File: src/rtl/load_store_unit.sv
// rtl/load_store_unit.sv - single-port load/store unit; optional LSU_SIGNEXT_EN sign-extends byte loads
module load_store_unit (
    input  logic        clk,
    input  logic        reset,
    input  logic        req_valid,
    output logic        req_ready,
    input  logic        req_we,
    input  logic        req_byte,
    input  logic [15:0] req_addr,
    input  logic [15:0] req_wdata,
    output logic        mem_w,
    output logic        mem_r,
    output logic        mem_sb,
    output logic [15:0] mem_addr,
    output logic [15:0] mem_wd,
    input  logic [15:0] mem_rd,
    output logic        rsp_valid,
    input  logic        rsp_ready,
    output logic [15:0] rsp_data,
    output logic        fault
);

    typedef enum logic [1:0] {IDLE, WR, RD, RSP} state_t;

    state_t      state;
    state_t      state_next;
    logic        accept;
    logic        range_err;
    logic [15:0] load_data;

    // A word access at the last address would straddle the top of memory.
    assign range_err = !req_byte && (req_addr == 16'hFFFF);
    assign accept    = req_valid && (state == IDLE);

    always_ff @(posedge clk or posedge reset) begin
        if (reset) begin
            state <= IDLE;
        end else begin
            state <= state_next;
        end
    end

    // Strobes decode straight from state so an asynchronous reset kills them at once.
    always_comb begin
        state_next = state;
        req_ready  = 1'b0;
        mem_w      = 1'b0;
        mem_r      = 1'b0;
        rsp_valid  = 1'b0;
        case (state)
            IDLE: begin
                req_ready = 1'b1;
                if (req_valid && !range_err) begin
                    state_next = req_we ? WR : RD;
                end
            end
            WR: begin
                mem_w      = 1'b1;
                state_next = IDLE;
            end
            RD: begin
                mem_r      = 1'b1;
                state_next = RSP;
            end
            RSP: begin
                rsp_valid = 1'b1;
                if (rsp_ready) begin
                    state_next = IDLE;
                end
            end
            default: state_next = IDLE;
        endcase
    end

    always_comb begin
        load_data = mem_rd;
        if (mem_sb) begin
`ifdef LSU_SIGNEXT_EN
            load_data = {{8{mem_rd[7]}}, mem_rd[7:0]};
`else
            load_data = {8'h00, mem_rd[7:0]};
`endif
        end
    end

    always_ff @(posedge clk or posedge reset) begin
        if (reset) begin
            mem_addr <= 16'h0000;
            mem_wd   <= 16'h0000;
            mem_sb   <= 1'b0;
            fault    <= 1'b0;
            rsp_data <= 16'h0000;
        end else begin
            if (accept) begin
                mem_addr <= req_addr;
                mem_wd   <= req_wdata;
                mem_sb   <= req_byte;
                fault    <= range_err;
            end
            if (state == RD) begin
                rsp_data <= load_data;
            end
        end
    end

endmodule

File: config.mk
export PLATFORM = sky130hd
export DESIGN_NAME = load_store_unit
export DESIGN_NICKNAME = d
export VERILOG_FILES = /design/src/rtl/load_store_unit.sv
export SDC_FILE = /design/constraint.sdc
export NUM_CORES = 1
export LEC_CHECK = 0
export ABC_AREA = 1
export BUFFER_PORTS_ARGS = -buffer_cell sky130_fd_sc_hd__buf_2
export CAP_MARGIN = 20
export CORE_ASPECT_RATIO = 1.25
export CORE_UTILIZATION = 38
export CTS_BUF_LIST = sky130_fd_sc_hd__clkbuf_4
export CTS_CLUSTER_DIAMETER = 50
export DETAILED_ROUTE_END_ITERATION = 10
export PLACE_DENSITY = 0.82
export SLEW_MARGIN = 20
export SYNTH_ARGS = -nofsm -noshare
export SYNTH_HDL_FRONTEND = slang
export SYNTH_SLANG_ARGS = --single-unit
File: constraint.sdc
create_clock -name clk -period 1.3 [get_ports clk]
set_input_delay 0.13 -clock clk [delete_from_list [all_inputs] [get_ports clk]]
set_output_delay 0.13 -clock clk [all_outputs]
set_load 0.05 [all_outputs]
Yosys cells after proc, flatten, opt, wreduce, memory -nomap -nowiden
Index checks and enable logic that the tools add are counted.
{ "classes": {"n_eq_ne": 6, "n_mux": 9, "reduce_logical": 7} }
{ "ops": {"columns": ["cell", "count"], "rows": [
  ["16-bit equality test (second input constant)", 1],
  ["16-bit 2-to-1 mux", 1],
  ["2-bit one-hot mux with 4 select lines", 1],
  ["2-bit 2-to-1 mux", 3],
  ["2-bit equality test (second input constant)", 2],
  ["1-bit 2-to-1 mux", 4],
  ["1-bit logical AND", 3],
  ["2-bit by 1-bit equality test with 1-bit output (second input constant)", 1],
  ["1-bit zero test", 2],
  ["2-bit zero test", 1],
  ["2-bit by 1-bit != test with 1-bit output (second input constant)", 1],
  ["2-bit != test (second input constant)", 1],
  ["2-bit AND reduction", 1]
]} }
{ "word_totals": {"reg_bits": 52, "inputBits": 54, "output_inout_bits": 54, "wordCells": 28} }

Depth between registers and ports, before layout
Gate-level depths: netlist (run 1).
{ "depth": {"ltp_word": 6, "depth_mapped": 9, "depth_no_buf": 9} }

Least setup slack after synthesis (run 1)
OpenSTA, ideal clock, no wires.
{ "synth_path": {"path_kind": "reg-to-reg", "start": "register state[1]", "end": "register mem_wd[0]", "setup_time_ns": 0.125, "t_arrival_ns": 1.376, "required_ns": 1.175, "setup_slack_ns": -0.201, "path_stages_with_launch": 5, "path_buffers": 1, "period_less_slack_ns": 1.501, "path_cell_list": "dfrtp_1 -> nor2_4 -> nand2_4 -> clkbuf_8 -> mux2_2"} }
{ "synth_between": {"elab_chain_len": 2} }
{ "synth_rtl": {"columns": ["element", "line_no", "source"], "rows": [
  ["start: declaration", "25", "state_t state;"],
  ["start signal: assignment", "39", "state <= state_next;"],
  ["2-bit zero test", "33", "assign accept = req_valid && (state == IDLE);"],
  ["1-bit logical AND", "33", null],
  ["end signal: assignment", "96", "mem_wd <= req_wdata;"],
  ["end: declaration", "15", "output logic [15:0] mem_wd,"]
]} }
No other way between the ends.
A chain may end at the register's enable or synchronous reset.

Final worst setup path (run 1)
{ "layout_path": {"start": "register state[0]", "end": "register mem_wd[4]"} }
Same word-level chain as after synthesis.

==> results_dict.tcl, run 1 <==
set metrics [dict create \
    die_area_um2 5780 \
    fmax_mhz 715 \
    finalCritPeriodShare_pct 108 \
    hp-start "req_addr[14]" \
    finalPower_mw 10.3 \
    coreArea_um2 5190 \
    cellPowerDensity_nw_per_um2 2920 \
    nets 405 \
    ys_async_sr_fraction_pct 100 \
    detailedPlace.worstSlack_ps 16.8 \
    area.growth.synth_to_final_pct 69.9 \
    drt-initial-drc-count 63 \
    yosysWarnings 0 \
    drtAntennaViolNets 0 \
    drc 0 \
    worst_pin_slew_ps 282 \
    grt_pass1_vias 1965 \
    tns_ps -2320 \
    violations "negative setup slack" \
    worst_setup_path_start_kind "flop" \
    grt_pass1_wl_um 8630 \
    synth_top_family_by_area "multiplexers" \
    path_class "reg -> reg" \
    finalHoldViolCount 0 \
    arrival_ps 1650 \
    ir_drop_v 0.00172 \
    netlist_area_um2 2080 \
    io_buffers 107 \
    routed-via-count 1939 \
    rows 29 \
    grt_usage_pct 20.1 \
    clock_latency_ps 360 \
    htree_levels 2 \
    wl_um 5730 \
    die_h_um 84.8 \
    synth_fa_ha_area_share_pct 0 \
    status "complete, but fails checks" \
    skew_ps 10.6 \
    seq_area_frac_synth_pct 62.5 \
    drive_above_1_share_pct 50.7 \
    muxShareOfSynthArea_pct 17.3 \
    synth_top_area_share_pct 62.5 \
    slew_viol_final 0 \
    syn_nets 229 \
    die_w_um 68.2 \
    gp_congestion 0.734 \
    grt_setup_unrepaired "yes" \
    path_clk_slew_ps 140 \
    setup_violations 35 \
    synthSimpleGateAreaFrac_pct 15.1 \
    synth_edf_count 0 \
    nFillCells 359 \
    vias_per_cell 4.69 \
    synth_cells 175 \
    synth_compound_area_share_pct 1.02 \
    hold_class "in -> reg" \
    insertedDiodeCount 0 \
    crit_path_start "state[0]$_DFFE_PP0P_" \
    routedWlPerCell_um 13.9 \
    antenna_found_initial 0 \
    final_util_pct 68.2 \
    drv_cap 0 \
    dp_cells 346 \
    crit_fanout 5 \
    cts_tree "done" \
    grt_max_degree 53 \
    p_leak_nw 1.83 \
    r2r-start "state[0]$_DFFE_PP0P_" \
    first_pass_iters 4 \
    place_hpwl_um 3320 \
    synth_cell_types 18 \
    synth.most_common_cell "nand2_1" \
    clock_sinks 52 \
    worst_ep_required_time_ps 1550 \
    start_util_pct 40.1 \
    fin_cells 413 \
    synth_common_cells "nand2_1 (53), dfrtp_1 (52), mux2_2 (32)" \
    clk_path_buf_depth 2 \
    synth_area_leaders "dfrtp_1 (63%), mux2_2 (17%), nand2_1 (9.6%)" \
    synthXorXnorAreaFrac_pct 0 \
    synth_flop_cell "dfrtp_1" \
    synth_area_leader_cell "dfrtp_1" \
    boundaryPins 108 \
    grt-ovfl-total 0 \
    min_period_ps 1400 \
    numCtsBuffers 5 \
    syn_avg_cell_area_um2 11.9 \
    postLayoutSetupSlackWorst_ps -98.5 \
    slew-limit-headroom_pct 81.2 \
    clock-root-buffer "clkbuf_4" \
    ys_ff_latch 52 \
    cp-end-kind "flop" \
]
worst max-delay path: stages (launching register included):
cell and delay (ps):
dfrtp_2 500, nor2_4 130, buf_6 140, nand2_8 80
clkbuf_16 170, mux2_2 270
timing repair:
action	in CTS	in global routing
buffers inserted	6	3
gates cloned	1	3
endpoints found under the hold margin	96	2
setup endpoints to repair	6	50
pin swaps	3	1
hold buffers	45	2
gates resized for setup	23	7
flip-flops by register name (all words and copies together) (netlist names):
signal / flops
state: 2
mem_wd: 16
mem_sb: 1
rsp_data: 16
fault: 1
mem_addr: 16
per-layer routing:
| layer | track usage [%] | up-vias | share of wire [%] | wire, um |
|---|---|---|---|---|
| li1 | - | 929 | - | - |
| met1 | 19.8 | 930 | 38 | 2160 |
| met2 | 38.8 | 76 | 56 | 3190 |
| met3 | 5.71 | 4 | 5.8 | 332 |
| met4 | 5.11 | 0 | 0.84 | 48 |
| met5 | 0 | - | 0 | 0 |
cells by family (layout without fill, tap and decap cells):
group                  after synthesis  count (layout)
buffers and inverters               13             188
flip-flops                          52              52
AO/OA/AOI/OAI                        4               4
multiplexers                        32              32
AND/OR/NAND/NOR                     74              75
worst paths after layout:
check	end	slack [ps]	cells past startpoint
min in group asynchronous	rsp_data[11]$_DFFE_PP0P_	390	4
worst min register to register	rsp_data[0]$_DFFE_PP0P_	480	2
max in group asynchronous	rsp_data[2]$_DFFE_PP0P_	660	4
worst min-delay path	mem_addr[14]$_DFFE_PP0P_	20	2
worst max register to register	mem_wd[4]$_DFFE_PP0P_	-100	5
worst max-delay path	mem_wd[4]$_DFFE_PP0P_	-100	5
area by class of cell:
class	instances	area [um^2]	area share, %
clock inverters	1	30.0	0.849
inverters	8	36.3	1.03
flip-flops and latches	52	1300	36.9
multi-input cells	111	731	20.7
repair buffers	173	1310	37.1
clock buffers	6	45.0	1.27
well taps	62	77.6	2.19
cell usage in the layout (no fill, tap or decap):
master         count
nor2_4             2
buf_6              6
nor2_2             1
clkbuf_4           6
or2_2              1
clkbuf_16          2
a31oi_1            1
clkinvlp_4         1
nor2_1             5
inv_1              4
buf_8              2
buf_12             5
nand2_8            1
a21oi_1            2
dlygate4sd3_1     47
inv_4              1
nand2_1           52
nand3_1            9
mux2_2            32
buf_2            103
buf_16             1
buf_4              7
dfrtp_1           50
bufinv_16          1
nand2_4            2
dfrtp_2            2
o21ai_0            1
inv_2              2
nand4_1            2
power breakdown:
part / internal, mW / switching (mW) / leakage [nW]
Combinational: 2.16 / 4.37 / 1.16
Clock: 0.418 / 0.464 / 0.0417
Sequential: 2.43 / 0.478 / 0.623
Total: 5.00 / 5.31 / 1.83
through the flow:
stage,cell area (um^2),hold slack (ps)
final,3540,21.9
after global routing,3540,4.19
after CTS,3410,0.414
after detailed placement,2740,229
after global placement,2740,219
after floorplan,2090,185
(Power assumes the default switching activity.)
==> run 2, diff against run 1 <==
--- a/config.mk
+++ b/config.mk
@@ -9,10 +9,12 @@
 export BUFFER_PORTS_ARGS = -buffer_cell sky130_fd_sc_hd__buf_2
 export CAP_MARGIN = 20
+export CELL_PAD_IN_SITES_DETAIL_PLACEMENT = 1
+export CELL_PAD_IN_SITES_GLOBAL_PLACEMENT = 2
 export CORE_ASPECT_RATIO = 1.25
-export CORE_UTILIZATION = 38
+export CORE_UTILIZATION = 25
 export CTS_BUF_LIST = sky130_fd_sc_hd__clkbuf_4
 export CTS_CLUSTER_DIAMETER = 50
 export DETAILED_ROUTE_END_ITERATION = 10
-export PLACE_DENSITY = 0.82
+export PLACE_DENSITY = 0.88
 export SLEW_MARGIN = 20
 export SYNTH_ARGS = -nofsm -noshare
==> constraint.sdc (replaced) <==
create_clock -name clk -period 1.3 [get_ports clk]
set_input_delay 0.13 -clock clk [delete_from_list [all_inputs] [get_ports clk]]
set_output_delay 0.13 -clock clk [all_outputs]
set_load 0.005 [all_outputs]
==> results_dict.tcl, run 2 (synthesized netlist as in run 1, its figures left out) <==
set metrics [dict create \
    status "complete, but fails checks" \
    violations "negative setup slack" \
    first_pass_iters 4 \
    largestRegisters "mem_addr x16, mem_wd x16, rsp_data x16" \
    p_comb_share_pct 48.1 \
    arrival_ps 1610 \
    io_buffers 107 \
    slew_viol_final 0 \
    drt-initial-drc-count 35 \
    critPathCapture "mem_addr[14]$_DFFE_PP0P_" \
    worst_setup_path_start_kind "flop" \
    crit_fanout 9 \
    tns_ps -880 \
    drv_cap 0 \
    drive_above_1_share_pct 51.9 \
    slew-limit-headroom_pct 81.0 \
    clk_path_buf_depth 2 \
    regToRegSetupSlack_ps -50 \
    p_sw_mw 2.40 \
    layout_common_cells "buf_2 (104), dfrtp_1 (50), dlygate4sd3_1 (49)" \
    fmax_mhz 743 \
    p_leak_nw 1.80 \
    hold_class "in -> reg" \
    cp-end-kind "flop" \
    rows 36 \
    grt_usage_pct 15.5 \
    path_clk_slew_ps 150 \
    cts_tree "done" \
    die_h_um 104 \
    setup_violations 35 \
    swShare_pct 34.2 \
    die_w_um 83.6 \
    ir_drop_v 0.000744 \
    crit_path_start "state[0]$_DFFE_PP0P_" \
    grt-ovfl-total 0 \
    coreArea_um2 7930 \
    ff2ff_path_depth 5 \
    clkPwrFrac_pct 11.0 \
    wl_um 6460 \
    seqPwrFrac_pct 40.9 \
    postLayoutSetupSlackWorst_ps -45.3 \
    area.growth.synth_to_final_pct 68.7 \
    die_area_um2 8700 \
    finalHoldViolCount 0 \
    grt_max_degree 34 \
    place_hpwl_um 3940 \
    drtAntennaViolNets 0 \
    htree_levels 2 \
    nets 404 \
    insertedDiodeCount 0 \
    drc 0 \
    r2r-end "mem_addr[14]$_DFFE_PP0P_" \
    p_int_mw 4.62 \
    worst_pin_slew_ps 285 \
    start_util_pct 26.3 \
    clock_latency_ps 370 \
    antenna_found_initial 0 \
    grt_pass1_vias 2275 \
    r2r-start "state[0]$_DFFE_PP0P_" \
    numCtsBuffers 5 \
    cellPowerDensity_nw_per_um2 2000 \
    skew_ps 11.7 \
    finalCritPeriodShare_pct 103 \
    routedWlPerCell_um 14.5 \
    post_dp_cell_area_um2 2790 \
    worst_ep_required_time_ps 1570 \
    boundaryPins 108 \
    design_area_um2 3510 \
    gp_congestion 0.737 \
    path_class "reg -> reg" \
    grt_setup_unrepaired "yes" \
    min_period_ps 1350 \
    grt_pass1_wl_um 10900 \
    routed-via-count 1956 \
    vias_per_cell 4.39 \
    clock-root-buffer "clkbuf_4" \
    mostFrequentLayoutCell "buf_2" \
    clock_sinks 52 \
]
==> run 2: critical path: stages (launching register included) <==
cell and delay (ps):
dfrtp_2 480, nor2_4 140, buf_6 120, nand2_8 70, clkbuf_16 170, mux2_2 270
==> run 2: timing repair <==
| item | in CTS | in global routing |
|---|---|---|
| resized for setup | 8 | 10 |
| setup endpoints to repair | 4 | 41 |
| setup buffers | 6 | 3 |
| hold endpoints to repair | 101 | 0 |
| hold buffers | 49 | 0 |
| gates cloned | 0 | 2 |
| pin swaps | 2 | 6 |
==> run 2: per-layer routing <==
layer / up-vias / GRT usage, % / share of wire [%]
met3: 6 / 4.13 / 6.5
met2: 76 / 29.8 / 56
met4: 0 / 4.48 / 0.74
met1: 961 / 16.3 / 37
met5: - / 0 / 0
li1: 913 / - / -
==> run 2: area by class of cell <==
| type | instances | area [um^2] |
|---|---|---|
| clock inverters | 1 | 8.76 |
| clock buffers | 7 | 52.6 |
| repair buffers | 173 | 1260 |
| well taps | 95 | 119 |
| flip-flops and latches | 52 | 1300 |
| multi-input cells | 110 | 729 |
| fillers | 907 | 4420 |
| inverters | 8 | 33.8 |
==> run 2: stage by stage <==
| step | power (mW) | instances | hold slack, ps | utilization, % | worst slack [ps] |
|---|---|---|---|---|---|
| after floorplan | 4.33 | 175 | 185 | - | 43.0 |
| after global placement | 5.58 | 379 | 196 | 35.2 | 92.4 |
| after detailed placement | 5.70 | 379 | 198 | 35.2 | 53.5 |
| after CTS | 6.85 | 442 | 0.644 | 43.1 | -50.2 |
| after global routing | 7.62 | 446 | 4.91 | 44.3 | -114 |
| final | 7.02 | 446 | 10.4 | 44.3 | -45.3 |
==> run 2: worst min path at each step <==
stage                start                       end  slack [ps]  cells after the start
2_1_floorplan        reset         fault$_DFFE_PP0P_         190                      1
3_3_place_gp         reset  rsp_data[10]$_DFFE_PP0P_         200                      3
3_5_place_dp         reset  rsp_data[10]$_DFFE_PP0P_         200                      3
4_1_cts        req_addr[5]   mem_addr[5]$_DFFE_PP0P_         0.6                      2
5_1_grt        req_addr[5]   mem_addr[5]$_DFFE_PP0P_           5                      2
6_report       req_addr[5]   mem_addr[5]$_DFFE_PP0P_          10                      2
==> run 2: power by group through the flow <==
stage,Clock [mW],Combinational [mW],Sequential [mW]
floorplan,0,1.39,2.94
global placement,0,2.73,2.84
detailed placement,0,2.81,2.89
CTS,0.812,3.17,2.87
global route,0.871,3.76,2.99
finish,0.772,3.37,2.88
==> run 3, diff against run 2 <==
- CELL_PAD_IN_SITES_DETAIL_PLACEMENT: 1 -> not set
- CELL_PAD_IN_SITES_GLOBAL_PLACEMENT: 2 -> not set
- CORE_MARGIN: not set -> 1
- CORE_UTILIZATION: 25 -> 38
- PLACE_DENSITY: 0.88 -> 0.82
==> results_dict.tcl, run 3 (synthesized netlist as in run 1, its figures left out) <==
set metrics [dict create \
    drive_above_1_share_pct 48.9 \
    gp_congestion 0.656 \
    nets 401 \
    worst_pin_slew_ps 507 \
    busiest_layer "met2" \
    clock-root-buffer "clkbuf_4" \
    largestRegisters "mem_addr x16, mem_wd x16, rsp_data x16" \
    ir_drop_v 0.00106 \
    hold_class "in -> reg" \
    final-seq-area_um2 1300 \
    slew_viol_final 0 \
    r2r-end "mem_wd[0]$_DFFE_PP0P_" \
    hp-start "req_addr[1]" \
    fmax_mhz 718 \
    path_class "reg -> reg" \
    wl_um 5920 \
    setup_violations 34 \
    skew_ps 10.6 \
    die_area_um2 5780 \
    routed-via-count 1931 \
    grt_max_degree 36 \
    first_pass_iters 4 \
    worst_setup_path_start_kind "flop" \
    fin_cells 410 \
    cellPowerDensity_nw_per_um2 2030 \
    clk_path_buf_depth 2 \
    cp-end-kind "flop" \
    postLayoutSetupSlackWorst_ps -92.8 \
    io_buffers 107 \
    drc 0 \
    worst_ep_required_time_ps 1560 \
    coreArea_um2 5190 \
    drv_cap 0 \
    gr-usage-met1_pct 21.5 \
    crit_fanout 6 \
    grt-ovfl-total 0 \
    mostFrequentLayoutCell "buf_2" \
    start_util_pct 40.1 \
    area.growth.synth_to_final_pct 64.2 \
    place_hpwl_um 3240 \
    use_met2_pct 41.4 \
    violations "negative setup slack" \
    antenna_found_initial 0 \
    regToRegSetupSlack_ps -90 \
    p_leak_nw 1.76 \
    finalCritPeriodShare_pct 107 \
    whs_path_depth 2 \
    final_util_pct 65.9 \
    multi_input_area_um2 800 \
    numCtsBuffers 5 \
    status "complete, but fails checks" \
    grt_setup_unrepaired "yes" \
    routedWlPerCell_um 14.4 \
    grt_usage_pct 22.0 \
    nFillCells 408 \
    slew-limit-headroom_pct 66.2 \
    die_h_um 84.8 \
    grt_pass1_vias 2088 \
    r2r-start "state[0]$_DFFE_PP0P_" \
    path_clk_slew_ps 140 \
    design_area_um2 3420 \
    finalHoldViolCount 0 \
    min_period_ps 1390 \
    grt_pass1_wl_um 9360 \
    drtAntennaViolNets 0 \
    htree_levels 2 \
    post_dp_cell_area_um2 2690 \
    met3_usage_pct 5.71 \
    vias_per_cell 4.71 \
    cts_tree "done" \
    boundaryPins 108 \
    rows 29 \
    die_w_um 68.2 \
    drt-initial-drc-count 69 \
    layout_common_cells "buf_2 (104), nand2_1 (53), dfrtp_1 (52)" \
    dp_cells 344 \
    clock_latency_ps 360 \
    clock_sinks 52 \
    arrival_ps 1650 \
    insertedDiodeCount 0 \
    finalPower_mw 6.95 \
    min_to "mem_addr[1]$_DFFE_PP0P_" \
    ff2ff_path_depth 5 \
]
## run 3: cell types whose count changed in the layout (fill, tap and decap cells not counted), moves of 3 or more
cell / before / now
nand2_1: 48 / 53
nand2_2: 5 / 0
buf_4: 9 / 5
nand2_8: 1 / 4
nor2_1: 3 / 6
nor2_2: 3 / 0
## run 3: area by class of cell
class / instances / share of cell area (%)
inverter: 8 / 1.06
clock inverter: 2 / 0.329
timing repair buffer: 165 / 33.6
tap: 62 / 2.27
clock buffer: 6 / 1.32
sequential: 52 / 38.1
multi-input combinational: 115 / 23.4
## run 3: per-stage QoR
stage	hold slack [ps]	setup slack [ps]	TNS (ps)
6_report	22.4	-92.8	-2180
2_1_floorplan	185	43.0	0
4_1_cts	1.62	-83.1	-1600
3_3_place_gp	147	21.5	0
3_5_place_dp	153	-21.6	-167
5_1_grt	2.54	-131	-3580
## run 3: critical path, cell delays in order, from the launching register on
cell and delay (ps):
dfrtp_1 430, buf_6 130, nor2_4 140, buf_12 180, nand2_8 80, mux2_4 330
## run 3: where the power goes
| part | internal, mW | switching [mW] | leakage (nW) |
|---|---|---|---|
| Combinational | 1.85 | 1.56 | 1.11 |
| Clock | 0.228 | 0.473 | 0.0293 |
| Sequential | 2.42 | 0.424 | 0.626 |
## run 3: worst max-delay path by stage
stage / startpoint / to
CTS: state[0]$_DFFE_PP0P_ / req_ready
detailed placement: state[1]$_DFFE_PP0P_ / mem_wd[0]$_DFFE_PP0P_
global placement: state[1]$_DFFE_PP0P_ / mem_wd[14]$_DFFE_PP0P_
finish: state[0]$_DFFE_PP0P_ / mem_wd[0]$_DFFE_PP0P_
global route: state[1]$_DFFE_PP0P_ / req_ready
floorplan: state[1]$_DFFE_PP0P_ / mem_wd[0]$_DFFE_PP0P_
## run 3: routing by layer
metal | routed length, um | vias to the layer above
met3 | 376 | 15
met4 | 147 | 0
met2 | 3280 | 90
met5 | 0 | -
li1 | - | 920
met1 | 2110 | 906
## run 3: what timing repair did
item,4_1_cts,5_1_grt
hold buffers,46,1
pin swaps,3,4
setup buffers,5,2
endpoints found under the setup margin,36,38
resized for setup,14,2
cloned,4,1
endpoints found under the hold margin,62,1
